[src/rtl/fb_sram_arbiter_pkg.sv]
`default_nettype none
// +----------------------------------------------------------------------------+
// | Package : fb_pkg                                                           |
// | Purpose : Shared types and constants for the frame-buffer SRAM arbiter.    |
// |           Arbiter state encoding, default bus widths, last pixel address,  |
// |           and a helper telling whether a state may start a new access.     |
// | Revision: 1.0  initial release                                             |
// +----------------------------------------------------------------------------+
package fb_pkg;

  localparam int unsigned              FB_ADDR_W    = 20;
  localparam int unsigned              FB_DATA_W    = 16;
  // Last word of a 640x480 frame (0x4B000 words).
  localparam logic [FB_ADDR_W-1:0]     FB_LAST_ADDR = 20'h4AFFF;

  typedef enum logic [1:0] {
    IDLE  = 2'd0,
    READ  = 2'd1,
    WRITE = 2'd2,
    TURN  = 2'd3
  } arb_state_t;

  // A new read or write may only be launched while the bus is not owned by a
  // write or its turnaround cycle.
  function automatic logic fb_can_launch(input arb_state_t s);
    return (s == IDLE) || (s == READ);
  endfunction

endpackage
`default_nettype wire

[src/rtl/fb_rd_pending.sv]
`default_nettype none
// +----------------------------------------------------------------------------+
// | Module  : fb_rd_pending                                                    |
// | Purpose : One-entry read-address buffer used while a write owns the bus.   |
// |           A push into a full, non-draining buffer is dropped and raises a  |
// |           sticky overrun flag (cleared only by reset).                     |
// | Ports   : clk, n_rst        clock / async active-low reset                 |
// |           i_push, i_push_addr  store a read address                        |
// |           i_drain          the held entry is consumed this cycle           |
// |           o_full, o_addr   buffer state / held address                     |
// |           o_overrun        sticky drop indicator                           |
// | Revision: 1.0  initial release                                             |
// +----------------------------------------------------------------------------+
module fb_rd_pending
  import fb_pkg::*;
#(
  parameter int unsigned ADDR_W = FB_ADDR_W
) (
  input  logic              clk,
  input  logic              n_rst,
  input  logic              i_push,
  input  logic [ADDR_W-1:0] i_push_addr,
  input  logic              i_drain,
  output logic              o_full,
  output logic [ADDR_W-1:0] o_addr,
  output logic              o_overrun
);

  logic              r_full;
  logic [ADDR_W-1:0] r_addr;
  logic              r_overrun;

  always_ff @(posedge clk or negedge n_rst) begin
    if (!n_rst) begin
      r_full    <= 1'b0;
      r_addr    <= '0;
      r_overrun <= 1'b0;
    end else if (i_drain) begin
      // A push coinciding with a drain refills the slot just vacated.
      r_full <= i_push;
      if (i_push) begin
        r_addr <= i_push_addr;
      end
    end else if (i_push) begin
      if (r_full) begin
        r_overrun <= 1'b1;
      end else begin
        r_full <= 1'b1;
        r_addr <= i_push_addr;
      end
    end
  end

  assign o_full    = r_full;
  assign o_addr    = r_addr;
  assign o_overrun = r_overrun;

endmodule
`default_nettype wire

[src/rtl/fb_sram_arbiter.sv]
`default_nettype none
// +----------------------------------------------------------------------------+
// | Module  : fb_sram_arbiter                                                  |
// | Purpose : Shares the single-port frame-buffer SRAM between the display     |
// |           pixel-fetch reads (priority) and the image-writer port. Writes   |
// |           fill read gaps; one read is buffered while a write finishes.     |
// | Ports   : clk, n_rst                        clock / async active-low reset |
// |           rd_req, rd_addr                   display read request           |
// |           rd_data, rd_valid, rd_overrun     read return / sticky drop flag |
// |           wr_req, wr_addr, wr_data, wr_ack  writer handshake               |
// |           sram_addr, sram_wdata, sram_rdata SRAM address / data            |
// |           sram_oe_n, sram_we_n, sram_drv    SRAM strobes / bus drive       |
// | Options : FB_ARB_STARVE_GUARD_EN - force a write after WR_MAX_WAIT cycles  |
// |           of waiting, even against a read request.                         |
// | Revision: 1.0  initial release                                             |
// +----------------------------------------------------------------------------+
module fb_sram_arbiter
  import fb_pkg::*;
#(
  parameter int unsigned ADDR_W      = FB_ADDR_W,
  parameter int unsigned DATA_W      = FB_DATA_W,
  parameter int unsigned WR_MAX_WAIT = 64
) (
  input  logic              clk,
  input  logic              n_rst,
  input  logic              rd_req,
  input  logic [ADDR_W-1:0] rd_addr,
  output logic [DATA_W-1:0] rd_data,
  output logic              rd_valid,
  output logic              rd_overrun,
  input  logic              wr_req,
  input  logic [ADDR_W-1:0] wr_addr,
  input  logic [DATA_W-1:0] wr_data,
  output logic              wr_ack,
  output logic [ADDR_W-1:0] sram_addr,
  output logic [DATA_W-1:0] sram_wdata,
  input  logic [DATA_W-1:0] sram_rdata,
  output logic              sram_oe_n,
  output logic              sram_we_n,
  output logic              sram_drv
);

  arb_state_t        r_state;
  arb_state_t        w_next;
  logic [ADDR_W-1:0] r_sram_addr;
  logic [DATA_W-1:0] r_sram_wdata;
  logic              r_oe_n;
  logic              r_we_n;
  logic              r_drv;
  logic              r_wr_ack;
  logic [DATA_W-1:0] r_rd_data;
  logic              r_rd_valid;

  logic              w_p_full;
  logic [ADDR_W-1:0] w_p_addr;
  logic              w_p_overrun;
  logic              w_launch_ok;
  logic              w_force;
  logic              w_grant;
  logic              w_drain;
  logic              w_rd_direct;
  logic              w_push;
  logic              w_issue;
  logic [ADDR_W-1:0] w_issue_addr;

  assign w_launch_ok = fb_can_launch(r_state);

  // Writes only take the bus when no read wants it, unless the starvation
  // guard forces the grant; a forced grant still waits for an empty buffer so
  // the displaced read has somewhere to go.
  assign w_grant     = w_launch_ok && wr_req && !w_p_full && (!rd_req || w_force);
  assign w_drain     = w_launch_ok && w_p_full;
  assign w_rd_direct = w_launch_ok && !w_p_full && rd_req && !w_grant;
  // Any read that cannot go straight to the bus lands in the buffer.
  assign w_push       = rd_req && !w_rd_direct;
  assign w_issue      = w_drain || w_rd_direct;
  assign w_issue_addr = w_drain ? w_p_addr : rd_addr;

  fb_rd_pending #(
    .ADDR_W (ADDR_W)
  ) u_pending (
    .clk         (clk),
    .n_rst       (n_rst),
    .i_push      (w_push),
    .i_push_addr (rd_addr),
    .i_drain     (w_drain),
    .o_full      (w_p_full),
    .o_addr      (w_p_addr),
    .o_overrun   (w_p_overrun)
  );

`ifdef FB_ARB_STARVE_GUARD_EN
  localparam int unsigned           C_WAIT_W   = $clog2(WR_MAX_WAIT + 1);
  localparam logic [C_WAIT_W-1:0]   C_WAIT_MAX = C_WAIT_W'(WR_MAX_WAIT);

  logic [C_WAIT_W-1:0] r_wait;

  always_ff @(posedge clk or negedge n_rst) begin
    if (!n_rst) begin
      r_wait <= '0;
    end else if (r_wr_ack) begin
      r_wait <= '0;
    end else if (wr_req && !w_grant && (r_wait != C_WAIT_MAX)) begin
      r_wait <= r_wait + 1'b1;
    end
  end

  assign w_force = (r_wait == C_WAIT_MAX);
`else
  logic w_unused_guard;
  assign w_unused_guard = (WR_MAX_WAIT == 0);
  assign w_force        = 1'b0;
`endif

  always_ff @(posedge clk or negedge n_rst) begin
    if (!n_rst) begin
      r_state <= IDLE;
    end else begin
      r_state <= w_next;
    end
  end

  always_comb begin
    w_next = r_state;
    case (r_state)
      IDLE, READ: begin
        if (w_grant) begin
          w_next = WRITE;
        end else if (w_issue) begin
          w_next = READ;
        end else begin
          w_next = IDLE;
        end
      end
      // The bus always gets one undriven cycle after a write.
      WRITE:   w_next = TURN;
      TURN:    w_next = IDLE;
      default: w_next = IDLE;
    endcase
  end

  // Strobes are registered from the next state so they line up with r_state.
  always_ff @(posedge clk or negedge n_rst) begin
    if (!n_rst) begin
      r_sram_addr  <= '0;
      r_sram_wdata <= '0;
      r_oe_n       <= 1'b1;
      r_we_n       <= 1'b1;
      r_drv        <= 1'b0;
      r_wr_ack     <= 1'b0;
      r_rd_data    <= '0;
      r_rd_valid   <= 1'b0;
    end else begin
      r_oe_n   <= (w_next != READ);
      r_we_n   <= (w_next != WRITE);
      r_drv    <= (w_next == WRITE);
      r_wr_ack <= (w_next == WRITE);
      if (w_next == WRITE) begin
        r_sram_addr  <= wr_addr;
        r_sram_wdata <= wr_data;
      end else if (w_issue) begin
        r_sram_addr <= w_issue_addr;
      end
      // SRAM data is valid at the end of the cycle its address was presented.
      r_rd_valid <= (r_state == READ);
      if (r_state == READ) begin
        r_rd_data <= sram_rdata;
      end
    end
  end

  assign rd_data    = r_rd_data;
  assign rd_valid   = r_rd_valid;
  assign rd_overrun = w_p_overrun;
  assign wr_ack     = r_wr_ack;
  assign sram_addr  = r_sram_addr;
  assign sram_wdata = r_sram_wdata;
  assign sram_oe_n  = r_oe_n;
  assign sram_we_n  = r_we_n;
  assign sram_drv   = r_drv;

endmodule
`default_nettype wire
[config.mk]
export PLATFORM = sky130hd
export DESIGN_NAME = fb_sram_arbiter
export DESIGN_NICKNAME = d
export VERILOG_FILES = /design/src/rtl/fb_sram_arbiter_pkg.sv /design/src/rtl/fb_rd_pending.sv /design/src/rtl/fb_sram_arbiter.sv
export SDC_FILE = /design/constraint.sdc
export NUM_CORES = 1
export LEC_CHECK = 0
export ABC_AREA = 1
export BUFFER_PORTS_ARGS = -buffer_cell sky130_fd_sc_hd__buf_2
export CAP_MARGIN = 20
export CORE_UTILIZATION = 49
export CTS_CLUSTER_SIZE = 8
export DETAILED_ROUTE_END_ITERATION = 16
export PLACE_DENSITY = 0.79
export SLEW_MARGIN = 10
export SYNTH_ARGS = -nofsm -noshare
export SYNTH_HDL_FRONTEND = slang
export SYNTH_HIERARCHICAL = 1
export SYNTH_SLANG_ARGS = --single-unit
[constraint.sdc]
create_clock -name clk -period 1.72 [get_ports clk]
set_input_delay 0.258 -clock clk [delete_from_list [all_inputs] [get_ports clk]]
set_output_delay 0.258 -clock clk [all_outputs]
set_load 0.1 [all_outputs]
==> results of run 1 <==
==> tightest hold or removal path, delay by kind of cell <==
family / cells / cell delay, ns
AND/OR/NAND/NOR: 2 / 0.08
buffers and inverters: 1 / 0.07
==> cells by family (layout without fill, tap and decap cells) <==
logic type             after synthesis  in the layout
AOI/OAI and AO/OA                    4              4
buffers and inverters               74            213
DFF                                 80             80
and+or+nand+nor                    287            287
==> how the worst max path moves through the flow <==
stage	endpoint	slack [ns]
floorplan	wr_ack	0.14
global placement	u_pending/o_addr[5]	0.28
detailed placement	u_pending/o_addr[2]	0.21
CTS	sram_oe_n	0.16
global route	u_pending/o_addr[10]	0.10
finish	sram_oe_n	0.18
==> per-layer routing <==
layer / vias to the layer above / routed length (microns) / GRT usage (%)
li1: 1676 / - / -
met1: 1515 / 3950 / 31.4
met2: 121 / 4320 / 40.5
met3: 13 / 478 / 3.49
met4: 0 / 144 / 8.50
met5: - / 0 / 0
==> metrics by stage <==
| step | area [sq um] | worst slack [ns] | hold WS [ns] | cells |
|---|---|---|---|---|
| 6_report | 4610 | 0.180 | 0.108 | 683 |
| 4_1_cts | 4600 | 0.155 | 0.0931 | 683 |
| 3_3_place_gp | 4390 | 0.280 | 0.203 | 666 |
| 5_1_grt | 4610 | 0.102 | 0.105 | 683 |
| 2_1_floorplan | 3630 | 0.138 | -0.0376 | 445 |
| 3_5_place_dp | 4390 | 0.213 | 0.212 | 666 |
==> Yosys cell counts <==
cell type	instances	area (sq um)
nand2_1	177	664
nand3_1	82	410
dfrtp_1	78	1950
inv_1	43	161
nand4_1	20	125
buf_2	9	45.0
buf_4	9	67.6
clkbuf_1	4	15.0
buf_1	3	11.3
buf_6	3	33.8
inv_2	3	11.3
nand2_2	3	18.8
a21oi_1	2	10.0
dfstp_2	2	52.6
or2_2	2	12.5
nand3_2	1	10.0
nor2_1	1	3.75
nor2_4	1	11.3
o21ai_1	1	5.00
o21bai_1	1	7.51
==> what timing repair did <==
item                                    4_1_cts  5_1_grt
gates resized for setup                       0        1
endpoints found under the setup margin        0        7
hold buffers                                  1        0
hold endpoints to repair                     26        0
==> sequential cells by signal, indices dropped and copies added (netlist names) <==
name,cells
sram_addr,20
sram_wdata,16
sram_oe_n,1
u_pending/o_overrun,1
rd_valid,1
u_pending/o_full,1
u_pending/o_addr,20
wr_ack,1
sram_we_n,1
r_state,2
rd_data,16
==> cell type report <==
class                   instances  area share (%)
flip-flops and latches         80            43.5
multi-input cells             291            27.9
repair buffers                151            17.8
inverters                      46            3.75
clock buffers                   9            2.69
well taps                      99            2.69
clock inverters                 7            1.71
==> layout by cell type (no fill, tap or decap), drive strengths merged, types with 2 or more instances in the layout <==
cell type and instances:
dfstp 2, dfrtp 78, a21oi 2, nand4 20, buf 150, nor2 2
inv 49, nand3 83, nand2 180, clkinvlp 3, clkbuf 9, or2 2
==> flow_metrics.py, run 1 <==
metrics = {
    "run_status": {
        "status": "completed",
    },
    "finish": {
        "nNetsFinal": 655,
        "syn2layout_area_growth_pct": 26.9,
        "post-route-util_pct": 63.8,
        "n_antenna_cell": 0,
        "drive_gt1_share_pct": 30.5,
        "nFillCells": 631,
        "seq_area_sq_um": 2000,
        "multi_input_area_sq_um": 1280,
    },
    "synth": {
        "synth_seq_area_share_pct": 55.2,
        "syn_avg_cell_area_sq_um": 8.15,
        "synthMuxAreaShare_pct": 0,
        "synthSimpleGateAreaFrac_pct": 34.6,
        "yosysWarnings": 6,
        "ys_seq_elements": 80,
        "yosysUniqueCellTypes": 20,
        "synth_top_family_by_area": "simple AND/OR/NAND/NOR gates",
        "syn-num-nets": 521,
        "syn-instance-count": 445,
        "synth_compound_area_share_pct": 0.621,
        "syn-cell-area_sq_um": 3630,
        "synth_fa_ha_area_share_pct": 0,
        "synthXorXnorAreaFrac_pct": 0,
    },
    "sta": {
        "clock.fmax_mhz": 649,
        "worst_pin_slew_ns": 0.511,
        "fin_tns_setup_ns": 0,
        "setup_viol": 0,
        "finClkSkew_ns": 0.00377,
        "max_slew_margin_pct": 66.2,
        "fin_crit_sh_pct": 89.5,
        "slew_viol_final": 0,
        "fin_crit_ns": 1.54,
        "rsz0062_at_grt": "no",
        "finalHoldViolations": 0,
    },
    "worst_hold_path": {
        "whs_endpoint": "sram_wdata[13]",
        "worstHoldStart": "wr_data[13]",
        "hold_path.class": "input port to flip-flop",
        "hold_depth": 3,
    },
    "setup_path": {
        "required_ns": 1.46,
        "path_delay_family": "flip-flops",
        "critical_path_class": "flip-flop to output port",
        "slowest_stage": "dfstp_2",
        "timing.rr.end": "u_pending/o_addr[2]",
        "cp_cell_sequence": "buf_2",
        "endpoint_kind": "output port",
        "r2r_slack_ns": 0.27,
        "cp.depth": 1,
        "r2r-start": "r_state[1]",
        "cp-start-kind": "flip-flop",
        "cpPeakStageDelay_ns": 0.53,
        "worst_ep_arrival_time_ns": 1.28,
        "crit_path_start": "sram_oe_n",
        "worstRegToRegCells": 8,
        "cp_max_fo": 1,
        "cp_num_buf_inv": 1,
    },
    "clock_network": {
        "clk_pin_slew_ns": 0.09,
        "cts_tree": "built",
        "cts_sinks": 80,
        "cts_buffers": 9,
        "clk-insertion-delay-late_ns": 0.34,
        "h-tree-depth": 3,
        "cts_setup_buffers": 0,
        "cts_buffer_depth": 2,
        "root_buffer": "clkbuf_8",
    },
    "detailed_routing": {
        "drc_errors": 0,
        "firstDrtPassIters": 4,
        "vias_per_cell": 4.87,
        "wl_per_cell_microns": 13.0,
        "antenna_left": 0,
        "routed_wl_microns": 8880,
        "drt_iter0_drc": 140,
        "vias": 3325,
    },
    "die": {
        "start_util_pct": 50.3,
        "core_area_sq_um": 7210,
        "die_area_sq_um": 7750,
        "fp.dieW_microns": 88.1,
        "rows": 31,
        "io_pins": 134,
        "die_h_microns": 88.1,
    },
    "grt": {
        "grt_overflow": 0,
        "grt_usage_pct": 23.9,
        "grt_pass1_wl_microns": 14100,
        "antenna_found_initial": 0,
        "grt_max_degree": 33,
        "grt_pass1_vias": 3096,
    },
    "job": {
        "max_cap_viol_count": 0,
    },
    "placed_design": {
        "gp_congestion": 0.793,
        "portBuffers": 133,
        "post-dp-hpwl_microns": 6430,
    },
}
Power of run 1 is left out: the tool's default activity adds up to more than one toggle a clock period on the data nets, which glitch-free logic cannot reach.
==> run 2, diff against run 1 <==
--- a/config.mk
+++ b/config.mk
@@ -12,6 +12,7 @@
 export CTS_CLUSTER_SIZE = 8
 export DETAILED_ROUTE_END_ITERATION = 16
 export PLACE_DENSITY = 0.79
+export RECOVER_POWER = 100
 export SLEW_MARGIN = 10
 export SYNTH_ARGS = -nofsm -noshare
 export SYNTH_HDL_FRONTEND = slang
==> run 2 against run 1 <==
Effect of this change:
- routed wire length is 0.88% lower
- register-to-register slack lost 0.08 ns
- cell count stayed put
- die area stayed put
- setup slack worse by 0.036 ns
- largest cell class unchanged
- highest routed layer unchanged
==> flow_metrics.py, run 2 (same netlist as run 1, synthesis figures left out) <==
metrics = {
    "detailed_routing": {
        "vias": 3321,
        "antenna_left": 0,
        "drc_errors": 0,
        "drt_iter0_drc": 167,
        "firstDrtPassIters": 4,
        "wl_per_cell_microns": 12.9,
        "vias_per_cell": 4.86,
        "routed_wl_microns": 8810,
    },
    "sta": {
        "clock.fmax_mhz": 635,
        "worst_pin_slew_ns": 0.756,
        "finClkSkew_ns": 0.00434,
        "fin_tns_setup_ns": 0,
        "fin_crit_sh_pct": 91.6,
        "fin_crit_ns": 1.58,
        "rsz0062_at_grt": "no",
        "setup_viol": 0,
        "finalHoldViolations": 0,
        "fin_ws_ns": 0.145,
        "max_slew_margin_pct": 49.6,
        "slew_viol_final": 0,
    },
    "setup_path": {
        "worst_ep_arrival_time_ns": 1.32,
        "cp_num_buf_inv": 1,
        "crit_path_start": "sram_oe_n",
        "cp_max_fo": 1,
        "endpoint_kind": "output port",
        "required_ns": 1.46,
        "critical_path_class": "flip-flop to output port",
        "cp_cell_sequence": "clkbuf_2",
        "cpPeakStageDelay_ns": 0.53,
        "path_delay_family": "flip-flops",
        "slowest_stage": "dfstp_2",
        "cp-start-kind": "flip-flop",
        "r2r-start": "u_pending/o_full",
    },
    "finish": {
        "n_antenna_cell": 0,
        "final_common_cell": "nand2_1",
        "final_cell_area_sq_um": 4580,
        "most-common-layout-cells": "177 x nand2_1, 82 x nand3_1, 78 x dfrtp_1",
        "drive_gt1_share_pct": 29.8,
        "post-route-util_pct": 63.5,
        "syn2layout_area_growth_pct": 26.2,
        "nNetsFinal": 655,
    },
    "grt": {
        "grt_usage_pct": 23.9,
        "grt_pass1_vias": 3096,
        "grt_max_degree": 33,
        "grt_overflow": 0,
        "grt_pass1_wl_microns": 14100,
        "antenna_found_initial": 0,
    },
    "placed_design": {
        "gp_congestion": 0.793,
        "portBuffers": 133,
        "dp_slack_ns": 0.213,
        "post-dp-hpwl_microns": 6430,
        "post_dp_cell_area_sq_um": 4390,
    },
    "die": {
        "fp.dieW_microns": 88.1,
        "die_area_sq_um": 7750,
        "core_area_sq_um": 7210,
        "io_pins": 134,
        "start_util_pct": 50.3,
        "die_h_microns": 88.1,
        "rows": 31,
    },
    "worst_hold_path": {
        "hold_path.class": "input port to flip-flop",
        "worstHoldStart": "wr_data[13]",
    },
    "run_status": {
        "status": "completed",
    },
    "clock_network": {
        "cts_buffer_depth": 2,
        "cts_sinks": 80,
        "cts_tree": "built",
        "cts_setup_buffers": 0,
        "clk-insertion-delay-late_ns": 0.34,
        "root_buffer": "clkbuf_8",
        "clk_pin_slew_ns": 0.08,
        "cts_buffers": 9,
        "h-tree-depth": 3,
    },
    "job": {
        "max_cap_viol_count": 0,
    },
}
run 2: cell types whose count changed in the layout (fill, tap and decap cells not counted), sizes merged:
| cell | change |
|---|---|
| buf | -64 |
| clkbuf | +64 |
run 2: final cells by class:
type | count | area, sq um
well taps | 99 | 124
repair buffers | 151 | 801
fillers | 631 | 2630
clock buffers | 9 | 124
flip-flops and latches | 80 | 2000
inverters | 46 | 173
multi-input cells | 291 | 1280
clock inverters | 7 | 78.8
run 2: path summary, 6_finish.rpt:
| kind | endpoint | slack (ns) | depth (start not counted) |
|---|---|---|---|
| setup reg to reg | sram_wdata[2] | 0.19 | 6 |
| min in group asynchronous | wr_ack | 0.51 | 2 |
| max in group asynchronous | rd_data[2] | 0.36 | 3 |
| hold / removal | sram_wdata[13] | 0.11 | 3 |
| hold reg to reg | u_pending/o_addr[18] | 0.48 | 2 |
| setup / recovery | sram_oe_n | 0.14 | 1 |
run 2: per-layer routing:
metal	routed length, microns	track usage [%]	up-vias	part of all wire (%)
met2	4310	40.5	118	49
met1	3890	31.4	1521	44
met5	0	0	-	0
met3	509	3.49	10	5.8
met4	102	8.50	0	1.2
li1	-	-	1672	-
run 2: repair_timing:
item / in CTS / in global routing
setup endpoints to repair: 0 / 7
gates resized for setup: 0 / 1
hold endpoints to repair: 26 / 0
hold buffers: 1 / 0
run 2: stage by stage:
stage,std cells,hold WS [ns]
2_1_floorplan,445,-0.0376
3_3_place_gp,666,0.203
3_5_place_dp,666,0.212
4_1_cts,683,0.0931
5_1_grt,683,0.105
6_report,683,0.107
Power of run 2 is left out for the same reason.
